[src/rtl/maple_bus_tx.sv]
// maple_bus_tx: AXI-Stream to Maple Bus SDCKA/SDCKB encoder (start pattern, phase-alternating bits, end pattern).
module maple_bus_tx #(
  parameter int C_AXIS_TDATA_WIDTH = 8,
  parameter int CLKS_PER_PHASE     = 50
) (
  input  logic                          aclk,
  input  logic                          aresetn,
  input  logic [C_AXIS_TDATA_WIDTH-1:0] s_axis_tx_tdata,
  input  logic                          s_axis_tx_tstrb,
  input  logic                          s_axis_tx_tlast,
  input  logic                          s_axis_tx_tvalid,
  output logic                          s_axis_tx_tready,
  output logic                          sdcka_o,
  output logic                          sdckb_o,
  output logic                          sdck_oe,
  output logic                          busy,
  output logic                          frame_done,
  output logic                          underrun_err
);
  localparam int PW = $clog2(CLKS_PER_PHASE);
  localparam logic [PW-1:0] PH_LAST = PW'(CLKS_PER_PHASE - 1);
  localparam logic [1:0] S_IDLE  = 2'd0;
  localparam logic [1:0] S_START = 2'd1;
  localparam logic [1:0] S_DATA  = 2'd2;
  localparam logic [1:0] S_END   = 2'd3;

  logic [1:0]                    state_q, state_d;
  logic [PW-1:0]                 phase_q, phase_d;
  logic [3:0]                    step_q, step_d;
  logic [2:0]                    bit_q, bit_d;
  logic [C_AXIS_TDATA_WIDTH-1:0] sh_q, sh_d;
  logic                          last_q, last_d;
  logic                          uflag_q, uflag_d;
  logic                          a_q, a_d, b_q, b_d, oe_q;
  logic                          ph_end, fetch, dbit;
  logic                          unused_ok;

  assign unused_ok = s_axis_tx_tstrb;
  assign ph_end = phase_q == PH_LAST;
  // Fetch points: last cycle of START, and last cycle of bit 0 of a non-last byte.
  assign fetch = ph_end && ((state_q == S_START && step_q == 4'd9) ||
                 (state_q == S_DATA && step_q[0] && bit_q == 3'd0 && !last_q));
  assign s_axis_tx_tready = fetch && s_axis_tx_tvalid;
  assign underrun_err     = fetch && !s_axis_tx_tvalid;
  assign frame_done       = ph_end && state_q == S_END && step_q == 4'd5 && !uflag_q;
  assign sdcka_o = a_q;
  assign sdckb_o = b_q;
  assign sdck_oe = oe_q;
  assign busy    = oe_q;

  always_comb begin
    state_d = state_q;
    phase_d = (state_q == S_IDLE || ph_end) ? '0 : phase_q + 1'b1;
    step_d  = step_q;
    bit_d   = bit_q;
    sh_d    = sh_q;
    last_d  = last_q;
    uflag_d = uflag_q;
    if (fetch) begin
      state_d = s_axis_tx_tvalid ? S_DATA : S_END;
      step_d  = 4'd0;
      bit_d   = 3'd7;
      sh_d    = s_axis_tx_tvalid ? s_axis_tx_tdata : sh_q;
      last_d  = s_axis_tx_tvalid ? s_axis_tx_tlast : last_q;
      uflag_d = !s_axis_tx_tvalid;
    end else if (state_q == S_IDLE) begin
      state_d = s_axis_tx_tvalid ? S_START : S_IDLE;
      step_d  = 4'd0;
      uflag_d = 1'b0;
    end else if (ph_end) begin
      if (state_q == S_START) begin
        step_d = step_q + 4'd1;
      end else if (state_q == S_DATA) begin
        if (!step_q[0]) begin
          step_d = 4'd1;
        end else if (bit_q == 3'd0) begin
          state_d = S_END;
          step_d  = 4'd0;
        end else begin
          step_d = 4'd0;
          bit_d  = bit_q - 3'd1;
          sh_d   = sh_q << 1;
        end
      end else if (step_q == 4'd5) begin
        state_d = S_IDLE;
        step_d  = 4'd0;
      end else begin
        step_d = step_q + 4'd1;
      end
    end
  end

  // Line levels are decoded from the next state so the pins themselves are registered.
  always_comb begin
    dbit = sh_d[C_AXIS_TDATA_WIDTH-1];
    a_d = state_d == S_START ? step_d == 4'd9 :
          state_d == S_DATA  ? (bit_d[0] ? !step_d[0] : dbit) :
          state_d == S_END   ? (!step_d[0] || step_d == 4'd5) : 1'b1;
    b_d = state_d == S_START ? (!step_d[0] || step_d == 4'd9) :
          state_d == S_DATA  ? (bit_d[0] ? dbit : !step_d[0]) :
          state_d == S_END   ? step_d == 4'd5 : 1'b1;
  end

  always_ff @(posedge aclk or negedge aresetn) begin
    if (!aresetn) begin
      state_q <= S_IDLE;
      phase_q <= '0;
      step_q  <= '0;
      bit_q   <= '0;
      sh_q    <= '0;
      last_q  <= 1'b0;
      uflag_q <= 1'b0;
      a_q     <= 1'b1;
      b_q     <= 1'b1;
      oe_q    <= 1'b0;
    end else begin
      state_q <= state_d;
      phase_q <= phase_d;
      step_q  <= step_d;
      bit_q   <= bit_d;
      sh_q    <= sh_d;
      last_q  <= last_d;
      uflag_q <= uflag_d;
      a_q     <= a_d;
      b_q     <= b_d;
      oe_q    <= state_d != S_IDLE;
    end
  end
endmodule

[config.mk]
export PLATFORM = sky130hd
export DESIGN_NAME = maple_bus_tx
export DESIGN_NICKNAME = d
export VERILOG_FILES = /design/src/rtl/maple_bus_tx.sv
export SDC_FILE = /design/constraint.sdc
export NUM_CORES = 1
export LEC_CHECK = 0
export ABC_AREA = 1
export BUFFER_PORTS_ARGS = -buffer_cell sky130_fd_sc_hd__buf_2
export CORE_MARGIN = 2
export CORE_UTILIZATION = 45
export DETAILED_ROUTE_END_ITERATION = 10
export GPL_TIMING_DRIVEN = 0
export SYNTH_ARGS = -nofsm -noshare
export SYNTH_HDL_FRONTEND = slang
export SYNTH_SLANG_ARGS = --single-unit
[constraint.sdc]
create_clock -name aclk -period 2.3 [get_ports aclk]
set_input_delay 0.115 -clock aclk [delete_from_list [all_inputs] [get_ports aclk]]
set_output_delay 0.115 -clock aclk [all_outputs]
set_load 0.02 [all_outputs]
==> impl_results.md <==
- Run status: completed
- DR DRC count: 0
- Width of the die: 65.0 um
- Synth area leader: dfrtp_1
- Fin Clk Skew: 8.43 ps
- Max Buffers Root-to-Sink: 2
- TritonRoute pass-1 iters: 4
- Worst Path Required: 2180 ps
- Die area: 4230 sq um
- Post-DP HPWL: 2480 um
- RR Endpoint: sdcka_o$_DFF_PN1_
- Placed cell count: 264
- Share of the synthesized area in the top cell type: 38.8%
- Clock latency on the worst-skew pair: 270 ps
- PnR worst setup slack: 252 ps
- Row Count: 22
- CP startpoint kind: flop
- Critical Path Source: step_q[0]$_DFF_PN0_
- RSZ-0062 raised after global routing: false
- Most common cell after layout, fill and taps aside: nand2_1
- Post-route ant nets: 0
- Routed WL: 3160 um
- R2R cell count: 12
- Slew Limit Fails: 0
- Synth warn: 0
- CTS tree: done
- Mapped cell area: 1680 sq um
- Initial Utilization: 46.5%
- Min cycle time layout: 2050 ps
- Vias per cell: 4.86
- Internal reg-to-reg setup slack: 380 ps
- Antenna cells: 0
- Max_slew headroom: 57.4%
- Core Area: 3610 sq um
- Post-CTS Resized: 0
- GRT overflow: 0
- Top Ports: 20
- Total power draw: 1.19 mW
- Post-synth net total: 215
- DRT iter0 DRCs: 78
- Final Hold Vio Count: 0
- Port bufs: 18
- H-tree Lvls: 1
- Fraction of layout cells with a size suffix above 1: 26.7%
- First-pass GRT wire length: 5590 um
- LEAKAGE: 1.04 nW
- Min-Delay Path Class: input pin to flop
- CP Class: flop to primary output
- Reg2reg start: phase_q[0]$_DFF_PN0_
- Crit path max fanout: 10
- DP Worst Slack: 388 ps
- CTS sink count: 28
- Most frequent cells in the layout: nand2_1 (39), nor2_1 (31), dfrtp_1 (26), inv_1 (23), buf_2 (18)
- WL per Instance: 11.7 um
- Vias in the first global route: 1,267
- Initial antenna violation count: 0
- Nets@finish: 239
- Final std cells w/o fill: 269
- Max cap viols: 0
- Fmax achieved: 0.488 GHz
- Critical Path Sink Type: primary output
- Area Growth Syn to Fin: 13.8%
- Critical Path AT: 1930 ps
- Clk root buf: clkbuf_8
- Num CTS Buffers: 3
- Final setup violation count: 0
- Area contributors post-synth: dfrtp_1 (39%), nand2_1 (8.7%), nor2_1 (6.9%)
- Cell variety after synth: 36
- Largest net degree at the start of global routing: 29
- Post-synthesis register bit count: 28
- Worst VDD drop: 0.253 mV
- Routed via count: 1,307
- Fin crit share: 89.0%
- Sequential fraction of the synthesis area: 42.0%
- Pwr Density: 623 nW/um^2
- Critical path endpoint: s_axis_tx_tready
- Synth Instances: 198
- GP Congestion: 0.783
- Syn avg cell area: 8.46 sq um
- Final core occ: 52.9%
- GRT Util Overall: 17.1%
- Clk pin slew, worst setup/hold paths: 100 ps
- Setup TNS: 0 ps
- Die Y-Extent: 65.0 um
- Least-Margin Pin Slew: 639 ps
==> cell families after synthesis <==
group	synth area share, %
AND/OR/NAND/NOR	34.4
buffers and inverters	9.78
flip-flops	42.0
AO/OA/AOI/OAI	9.34
adder cells (fa/ha/maj)	2.99
XOR/XNOR	1.57
==> per-layer routing <==
layer / up-vias / share of wire [%] / track usage [%]
li1: 682 / - / -
met1: 605 / 47 / 22.1
met2: 18 / 49 / 29.6
met3: 2 / 3.1 / 2.43
met4: 0 / 0.54 / 5.21
met5: - / 0 / 0
==> flip-flops by register name, summed over array words and instances (netlist names) <==
register and flops:
sh_q 8, phase_q 6, step_q 4, bit_q 3, state_q 2, busy 1
last_q 1, sdcka_o 1, sdckb_o 1, uflag_q 1
==> worst min-delay path by stage <==
stage / startpoint / endpoint / depth (start not counted)
after global placement: aresetn / phase_q[3]$_DFF_PN0_ / 1
after floorplan: aresetn / bit_q[0]$_DFF_PN0_ / 0
after global routing: s_axis_tx_tdata[0] / sh_q[0]$_DFFE_PN0P_ / 2
after detailed placement: aresetn / phase_q[3]$_DFF_PN0_ / 1
final: s_axis_tx_tlast / last_q$_DFFE_PN0P_ / 3
after CTS: s_axis_tx_tlast / last_q$_DFFE_PN0P_ / 3
==> power by group <==
part           internal, mW  leakage [nW]  total, mW  switching, mW
Clock                 0.233        0.0357      0.384          0.151
Sequential            0.545         0.358      0.596         0.0509
Combinational        0.0780         0.649      0.209          0.131
Total                 0.856          1.04       1.19          0.332
==> timing repair <==
action | in CTS | in global routing
hold buffers | 1 | 0
hold endpoints to repair | 26 | 0
setup buffers | 0 | 0
endpoints found under the setup margin | 0 | 0
==> per-stage QoR <==
| stage | cell area [sq um] | hold slack [ps] |
|---|---|---|
| after detailed placement | 1830 | 179 |
| final | 1910 | 50.2 |
| after CTS | 1910 | 48.0 |
| after global placement | 1830 | 175 |
| after floorplan | 1680 | -181 |
| after global routing | 1910 | 63.1 |
==> worst max-delay path, stage by stage, from the launching register on <==
cell and delay [ps]:
dfrtp_1 510, ha_1 250, nand4_1 140, nand2_2 120
nand2_4 70, buf_12 160, nor2_4 200, buf_2 210
==> cells in the mapped netlist <==
cell type and instances:
dfrtp_1 26, ha_1 4, o21ai_1 1, nand3_4 3, buf_12 1, nand3_1 10
a211o_1 1, and3_1 1, inv_2 3, nand4_1 3, o21ai_2 2, clkinv_2 1
nand2_1 39, a221oi_1 6, dfstp_2 2, clkinv_8 1, nor2_8 1, nand2_4 3
a21oi_2 2, nor2_1 31, a22o_1 1, buf_6 1, nor3_1 2, or2_0 1
xnor2_1 1, o21ai_0 4, o22ai_1 1, inv_1 23, nand3_2 3, xor2_1 2
buf_4 1, nand2_2 8, inv_4 1, nor2_4 2, a21oi_1 4, nor2_2 2
==> area by class of cell <==
cell class,count,area (sq um)
clock buffers,3,41.3
clock inverters,1,30.0
multi-input cells,138,808
repair buffers,19,100
inverters,29,125
fillers,350,1700
well taps,48,60.1
flip-flops and latches,28,703
plain buffers,3,38.8
No activity file was read; power rests on OpenSTA's default activity.
